===== src/rtl/spi_rom_master.sv =====
// SPI mode-0 master for the ASCII-ROM slave: sends an 8-bit start address MSB first,
// then clocks back a requested number of bytes and presents each one with a valid pulse.
module spi_rom_master #(
    parameter int HALF_DIV = 8,
    parameter int GAP_HALF = 4,
    parameter int LEN_W    = 8
) (
    input  logic             i_clk,
    input  logic             i_rst_n,
    input  logic             i_start,
    input  logic [7:0]       i_addr,
    input  logic [LEN_W-1:0] i_len,
    input  logic             i_abort,
    input  logic             i_miso,
    output logic             o_sck,
    output logic             o_mosi,
    output logic             o_en_n,
    output logic [7:0]       o_data,
    output logic             o_valid,
    output logic             o_busy,
    output logic             o_done
);

    localparam int               DIV_W    = (HALF_DIV > 1) ? $clog2(HALF_DIV) : 1;
    localparam logic [DIV_W-1:0] DIV_LAST = DIV_W'(HALF_DIV - 1);
    localparam logic [7:0]       GAP_LAST = 8'(GAP_HALF - 1);

    typedef enum logic [2:0] {
        S_IDLE,
        S_SETUP,
        S_ADDR,
        S_GAP,
        S_DATA,
        S_HOLD,
        S_CS_HIGH
    } state_t;

    state_t           state_q, state_d;
    logic [DIV_W-1:0] div_q, div_d;
    logic [7:0]       half_q, half_d;
    logic [6:0]       addr_q, addr_d;
    logic [6:0]       rx_q, rx_d;
    logic [LEN_W-1:0] cnt_q, cnt_d;
    logic             abort_q, abort_d;
    logic             miso_meta, miso_sync;

    logic             sck_d, mosi_d, en_n_d, valid_d, busy_d, done_d;
    logic [7:0]       data_d;

    logic             wrap;
    logic             abort_now;

    assign wrap      = (div_q == DIV_LAST);
    assign abort_now = abort_q | i_abort;

    // NOTE: every signal gets a default first so no path through the case leaves one unassigned (no latches).
    always_comb begin
        state_d = state_q;
        div_d   = div_q;
        half_d  = half_q;
        addr_d  = addr_q;
        rx_d    = rx_q;
        cnt_d   = cnt_q;
        abort_d = abort_q;
        sck_d   = o_sck;
        mosi_d  = o_mosi;
        en_n_d  = o_en_n;
        data_d  = o_data;
        valid_d = 1'b0;
        busy_d  = o_busy;
        done_d  = 1'b0;

        if (state_q != S_IDLE) begin
            div_d = wrap ? '0 : div_q + 1'b1;
        end

        case (state_q)
            S_IDLE: begin
                div_d   = '0;
                abort_d = 1'b0;
                if (i_start) begin
                    addr_d  = i_addr[6:0];
                    cnt_d   = i_len;
                    busy_d  = 1'b1;
                    en_n_d  = 1'b0;
                    mosi_d  = i_addr[7];
                    sck_d   = 1'b0;
                    half_d  = '0;
                    state_d = S_SETUP;
                end
            end

            S_SETUP, S_ADDR, S_GAP, S_DATA: begin
                if (i_abort) abort_d = 1'b1;
                if (wrap && abort_now) begin
                    // A partially shifted byte is simply dropped; the 8th-bit sample never happens.
                    sck_d   = 1'b0;
                    mosi_d  = 1'b0;
                    abort_d = 1'b0;
                    half_d  = '0;
                    state_d = S_HOLD;
                end else if (wrap) begin
                    case (state_q)
                        S_SETUP: begin
                            sck_d   = 1'b1;
                            half_d  = '0;
                            state_d = S_ADDR;
                        end
                        S_ADDR: begin
                            if (!half_q[0]) begin
                                sck_d = 1'b0;
                                if (half_q == 8'd14) begin
                                    mosi_d  = 1'b0;
                                    half_d  = '0;
                                    state_d = (cnt_q == '0) ? S_HOLD : S_GAP;
                                end else begin
                                    mosi_d = addr_q[6];
                                    addr_d = {addr_q[5:0], 1'b0};
                                    half_d = half_q + 8'd1;
                                end
                            end else begin
                                sck_d  = 1'b1;
                                half_d = half_q + 8'd1;
                            end
                        end
                        S_GAP: begin
                            if (half_q == GAP_LAST) begin
                                half_d  = '0;
                                state_d = S_DATA;
                            end else begin
                                half_d = half_q + 8'd1;
                            end
                        end
                        S_DATA: begin
                            // Even halves are low: sample at their last cycle, then raise SCK.
                            if (!half_q[0]) begin
                                rx_d   = {rx_q[5:0], miso_sync};
                                sck_d  = 1'b1;
                                half_d = half_q + 8'd1;
                                if (half_q == 8'd14) begin
                                    data_d  = {rx_q, miso_sync};
                                    valid_d = 1'b1;
                                    cnt_d   = cnt_q - 1'b1;
                                end
                            end else begin
                                sck_d = 1'b0;
                                if (half_q == 8'd15) begin
                                    half_d = '0;
                                    if (cnt_q == '0) state_d = S_HOLD;
                                end else begin
                                    half_d = half_q + 8'd1;
                                end
                            end
                        end
                        default: ;
                    endcase
                end
            end

            S_HOLD: begin
                if (wrap) begin
                    en_n_d  = 1'b1;
                    state_d = S_CS_HIGH;
                end
            end

            S_CS_HIGH: begin
                if (wrap) begin
                    busy_d  = 1'b0;
                    done_d  = 1'b1;
                    state_d = S_IDLE;
                end
            end

            default: state_d = S_IDLE;
        endcase
    end

    // NOTE: sequential state uses non-blocking assignments so all registers update together at the edge.
    always_ff @(posedge i_clk or negedge i_rst_n) begin
        if (!i_rst_n) begin
            state_q   <= S_IDLE;
            div_q     <= '0;
            half_q    <= '0;
            addr_q    <= '0;
            rx_q      <= '0;
            cnt_q     <= '0;
            abort_q   <= 1'b0;
            miso_meta <= 1'b0;
            miso_sync <= 1'b0;
            o_sck     <= 1'b0;
            o_mosi    <= 1'b0;
            o_en_n    <= 1'b1;
            o_data    <= '0;
            o_valid   <= 1'b0;
            o_busy    <= 1'b0;
            o_done    <= 1'b0;
        end else begin
            state_q   <= state_d;
            div_q     <= div_d;
            half_q    <= half_d;
            addr_q    <= addr_d;
            rx_q      <= rx_d;
            cnt_q     <= cnt_d;
            abort_q   <= abort_d;
            miso_meta <= i_miso;
            miso_sync <= miso_meta;
            o_sck     <= sck_d;
            o_mosi    <= mosi_d;
            o_en_n    <= en_n_d;
            o_data    <= data_d;
            o_valid   <= valid_d;
            o_busy    <= busy_d;
            o_done    <= done_d;
        end
    end

endmodule

===== config.mk =====
export PLATFORM = sky130hd
export DESIGN_NAME = spi_rom_master
export DESIGN_NICKNAME = d
export VERILOG_FILES = /design/src/rtl/spi_rom_master.sv
export SDC_FILE = /design/constraint.sdc
export NUM_CORES = 1
export LEC_CHECK = 0
export BUFFER_PORTS_ARGS = -buffer_cell sky130_fd_sc_hd__buf_2
export CAP_MARGIN = 0
export CORE_MARGIN = 2
export CORE_UTILIZATION = 58
export CTS_CLUSTER_SIZE = 24
export DETAILED_ROUTE_END_ITERATION = 16
export PLACE_DENSITY = 0.78
export SLEW_MARGIN = 10
export SYNTH_ARGS = -nofsm -noshare
export SYNTH_HDL_FRONTEND = slang
export SYNTH_SLANG_ARGS = --single-unit

===== constraint.sdc =====
create_clock -name i_clk -period 3.1 [get_ports i_clk]
set_input_delay 0 -clock i_clk [delete_from_list [all_inputs] [get_ports i_clk]]
set_output_delay 0 -clock i_clk [all_outputs]
set_load 0.05 [all_outputs]

==> impl_metrics.py <==
metrics = {
    "synthesis": {
        "synth_top_family_by_area": "compound AO/OA/AOI/OAI gates",
        "synth_xor_area_frac": 0,
        "synthSimpleGateAreaFrac": 0.182,
        "synth_fp_nets": 313,
        "yosysUniqueCellTypes": 58,
        "syn_area_per_cell_um2": 10.0,
        "synth_edf_count": 0,
        "ys_seq_elements": 53,
        "synthCells": 287,
        "ys_warn_count": 0,
        "syn_area_mm2": 0.00287,
        "synth.area.mux_share": 0.0898,
        "ys_seq_area_frac": 0.463,
        "synthFlopType": "dfrtp_1",
        "synthArstFlopShare": 1.00,
        "synthAdderAreaFrac": 0.0218,
        "synth-compound-area-share": 0.208,
    },
    "clock_network": {
        "root_buffer": "clkbuf_8",
        "cts_sinks": 53,
        "cts.reportedPaths.clkPinSlew_ns": 0.10,
        "insertion_delay_ns": 0.31,
        "clk_path_buf_depth": 2,
        "cts_tree": "yes",
        "cts_resized": 0,
        "ctsHoldBuffers": 9,
        "post_cts_buffers": 0,
        "cts_buffers": 5,
        "cts_max_level": 2,
    },
    "global_routing": {
        "grt_max_degree": 46,
        "grt.overflow.total": 0,
        "grt_antenna_before_repair": 0,
        "grt_pass1_vias": 2176,
        "grt_pass1_wl_um": 9800,
        "track_usage": 0.231,
    },
    "finish": {
        "area_growth_pct": 15.4,
        "layout-drive-gt1-share": 0.246,
        "seq_area_mm2": 0.00133,
        "multi_input_comb_area_mm2": 0.00144,
        "diodes": 0,
        "final_cell_area_mm2": 0.00331,
        "fillers": 380,
        "finalNetCount": 358,
        "layoutNonFillerInstCount": 400,
    },
    "sta": {
        "whs_ns": 0.0106,
        "maxSlewViolCount": 0,
        "finalSetupTns_ns": 0,
        "clock_skew_ns": 0.00748,
        "setup_viol": 0,
        "rsz0062_at_grt": "no",
        "fmax_mhz": 399,
        "hold_violations": 0,
        "slew_headroom": 0.356,
        "min_period_over_period": 0.809,
        "worst_pin_slew_ns": 0.966,
        "fin_crit_ns": 2.51,
    },
    "power_and_ir_drop": {
        "p_sw_frac": 0.422,
        "p_int_w": 0.00153,
        "p_leak_nw": 1.52,
        "p_per_area_mw_per_mm2": 799,
        "combinationalPowerShare": 0.454,
        "clkPwrFrac": 0.151,
        "seqPwrFrac": 0.395,
        "peakVddDrop_mv": 0.559,
        "power.net_switching_w": 0.00112,
    },
    "placement": {
        "dpl_cell_area_mm2": 0.00313,
        "finalWeightedCongestion": 0.901,
        "place_inst": 383,
        "numPortBuffers": 34,
        "hpwlAfterDp_um": 4040,
    },
    "die": {
        "rows": 25,
        "die_area_mm2": 0.00552,
        "floorplan.initialDensity": 0.603,
        "ios": 35,
        "die_height_um": 74.3,
        "die_w_um": 74.3,
        "core-area_mm2": 0.00475,
    },
    "critical_path": {
        "end_kind": "flip-flop",
        "r2r_cells": 6,
        "crit_required_ns": 3.32,
        "crit_fanout": 6,
        "arrival_ns": 2.73,
        "critPathLaunchType": "flip-flop",
        "path_cells": "ha_1, or3b_2, a22oi_1, a41oi_4, a2111o_1, a221oi_2",
        "critPathMaxStageDelay_ns": 0.47,
        "critPathSlowestCell": "dfrtp_1",
        "crit_type": "flip-flop to flip-flop",
    },
    "drt": {
        "via_per_inst": 5.69,
        "drt-wirelength-per-cell_um": 14.0,
        "drtIter0Drc": 140,
        "ant_nets": 0,
        "drc_errors": 0,
        "vias": 2276,
        "drt_wl_total_um": 5600,
        "drt-pass1-iter-count": 5,
    },
    "run_status": {
        "outcome": "finished clean",
    },
    "min_path": {
        "whs_path_depth": 4,
        "min_path_type": "primary input to flip-flop",
    },
    "flow_run": {
        "maxCapViolCount": 0,
    },
}
==> cell usage after synthesis, drive strengths merged, types with 3 or more instances <==
| library cell | n | area share |
|---|---|---|
| clkbuf | 8 | 0.010 |
| o22a | 3 | 0.0092 |
| buf | 7 | 0.014 |
| nor4 | 3 | 0.0065 |
| a21oi | 13 | 0.024 |
| a21o | 5 | 0.013 |
| dfrtp | 52 | 0.45 |
| mux2 | 22 | 0.086 |
| o31ai | 4 | 0.015 |
| nor2 | 27 | 0.035 |
| nand3 | 5 | 0.0087 |
| nor3b | 4 | 0.012 |
| nor2b | 6 | 0.013 |
| a31oi | 7 | 0.015 |
| inv | 9 | 0.012 |
| ha | 5 | 0.022 |
| o21ai | 27 | 0.047 |
| nor3 | 6 | 0.010 |
| a22o | 5 | 0.016 |
| nand2 | 30 | 0.039 |
| nand4 | 4 | 0.011 |
==> flip-flops by register name, indices dropped and copies added, names as in the netlist, 3 cells and up <==
register	flops
addr_q	7
rx_q	7
o_data	8
half_q	8
cnt_q	8
state_q	3
div_q	3
==> layout make-up <==
type | instances | share of cell area
clock buffer | 5 | 0.0208
clock inverter | 3 | 0.00756
inverter | 9 | 0.0102
multi-input combinational | 210 | 0.434
sequential | 53 | 0.401
tap | 67 | 0.0253
timing repair buffer | 53 | 0.101
==> per-stage QoR <==
step	utilization	power, W	setup WS [ns]
2_1_floorplan	-	0.00195	0.814
3_3_place_gp	0.658	0.00222	0.698
3_5_place_dp	0.658	0.00225	0.622
4_1_cts	0.697	0.00266	0.606
5_1_grt	0.697	0.00287	0.405
6_report	0.697	0.00265	0.591
==> per-layer routing <==
metal,global-route usage,vias up,share of wire
met5,0,-,0
met4,0.0774,0,0.018
met1,0.299,1068,0.47
met2,0.390,59,0.47
met3,0.0461,10,0.043
li1,-,1139,-
==> power groups by stage <==
stage	Combinational [W]	Clock, W	Sequential, W
5_1_grt	0.00135	0.000443	0.00108
4_1_cts	0.00120	0.000415	0.00104
2_1_floorplan	0.000921	0	0.00103
6_report	0.00120	0.000399	0.00105
3_3_place_gp	0.00117	0	0.00105
3_5_place_dp	0.00119	0	0.00106
==> cells in the final DEF (no fill, tap or decap), types with 2 or more instances in the layout <==
cell,Yosys,final
mux2_1,8,8
a21oi_1,12,12
nor2b_1,6,6
or2_1,2,2
o31ai_1,3,3
nor4_1,3,3
a21o_1,5,5
a22oi_1,2,2
o21ai_0,19,19
nand2b_1,2,2
dlygate4sd3_1,0,9
nand2_1,30,30
o22a_1,3,3
inv_1,9,9
a22o_1,4,4
nor3b_1,3,3
nand4_1,3,3
ha_1,5,5
clkbuf_8,0,5
mux2_2,14,14
dfrtp_1,52,52
a31oi_1,7,7
o21ai_1,8,8
or3b_2,2,2
nand3_1,5,5
o41ai_2,2,2
nor3_1,6,6
buf_2,5,34
buf_4,2,10
nor2_1,27,27
or3_1,2,2
==> path summary, 6_finish.rpt <==
check / from / to / slack, ns
worst min register to register: miso_meta / miso_sync / 0.36
worst min-delay path: i_addr[2] / addr_q[2] / 0.01
max in group asynchronous: i_rst_n / o_en_n / 1.95
worst max-delay path: half_q[1] / state_q[2] / 0.59
worst max register to register: half_q[1] / state_q[2] / 0.59
min in group asynchronous: i_rst_n / addr_q[1] / 0.37
==> logic make-up (layout without fill, tap and decap cells) <==
family                   after synthesis  after routing
AO/OA/AOI/OAI                         81             81
adder cells (fa/ha/maj)                5              5
buffers and inverters                 24             70
flip-flops                            53             53
multiplexers                          23             23
AND/OR/NAND/NOR                      101            101
==> worst max-delay path: cells and delay by family (launching register included) <==
kind	cells	cell delay, ns
compound gates	4	1.19
flops	1	0.47
simple gates	1	0.47
fa+ha+maj	1	0.29
Power figures use the tool's default switching activity.
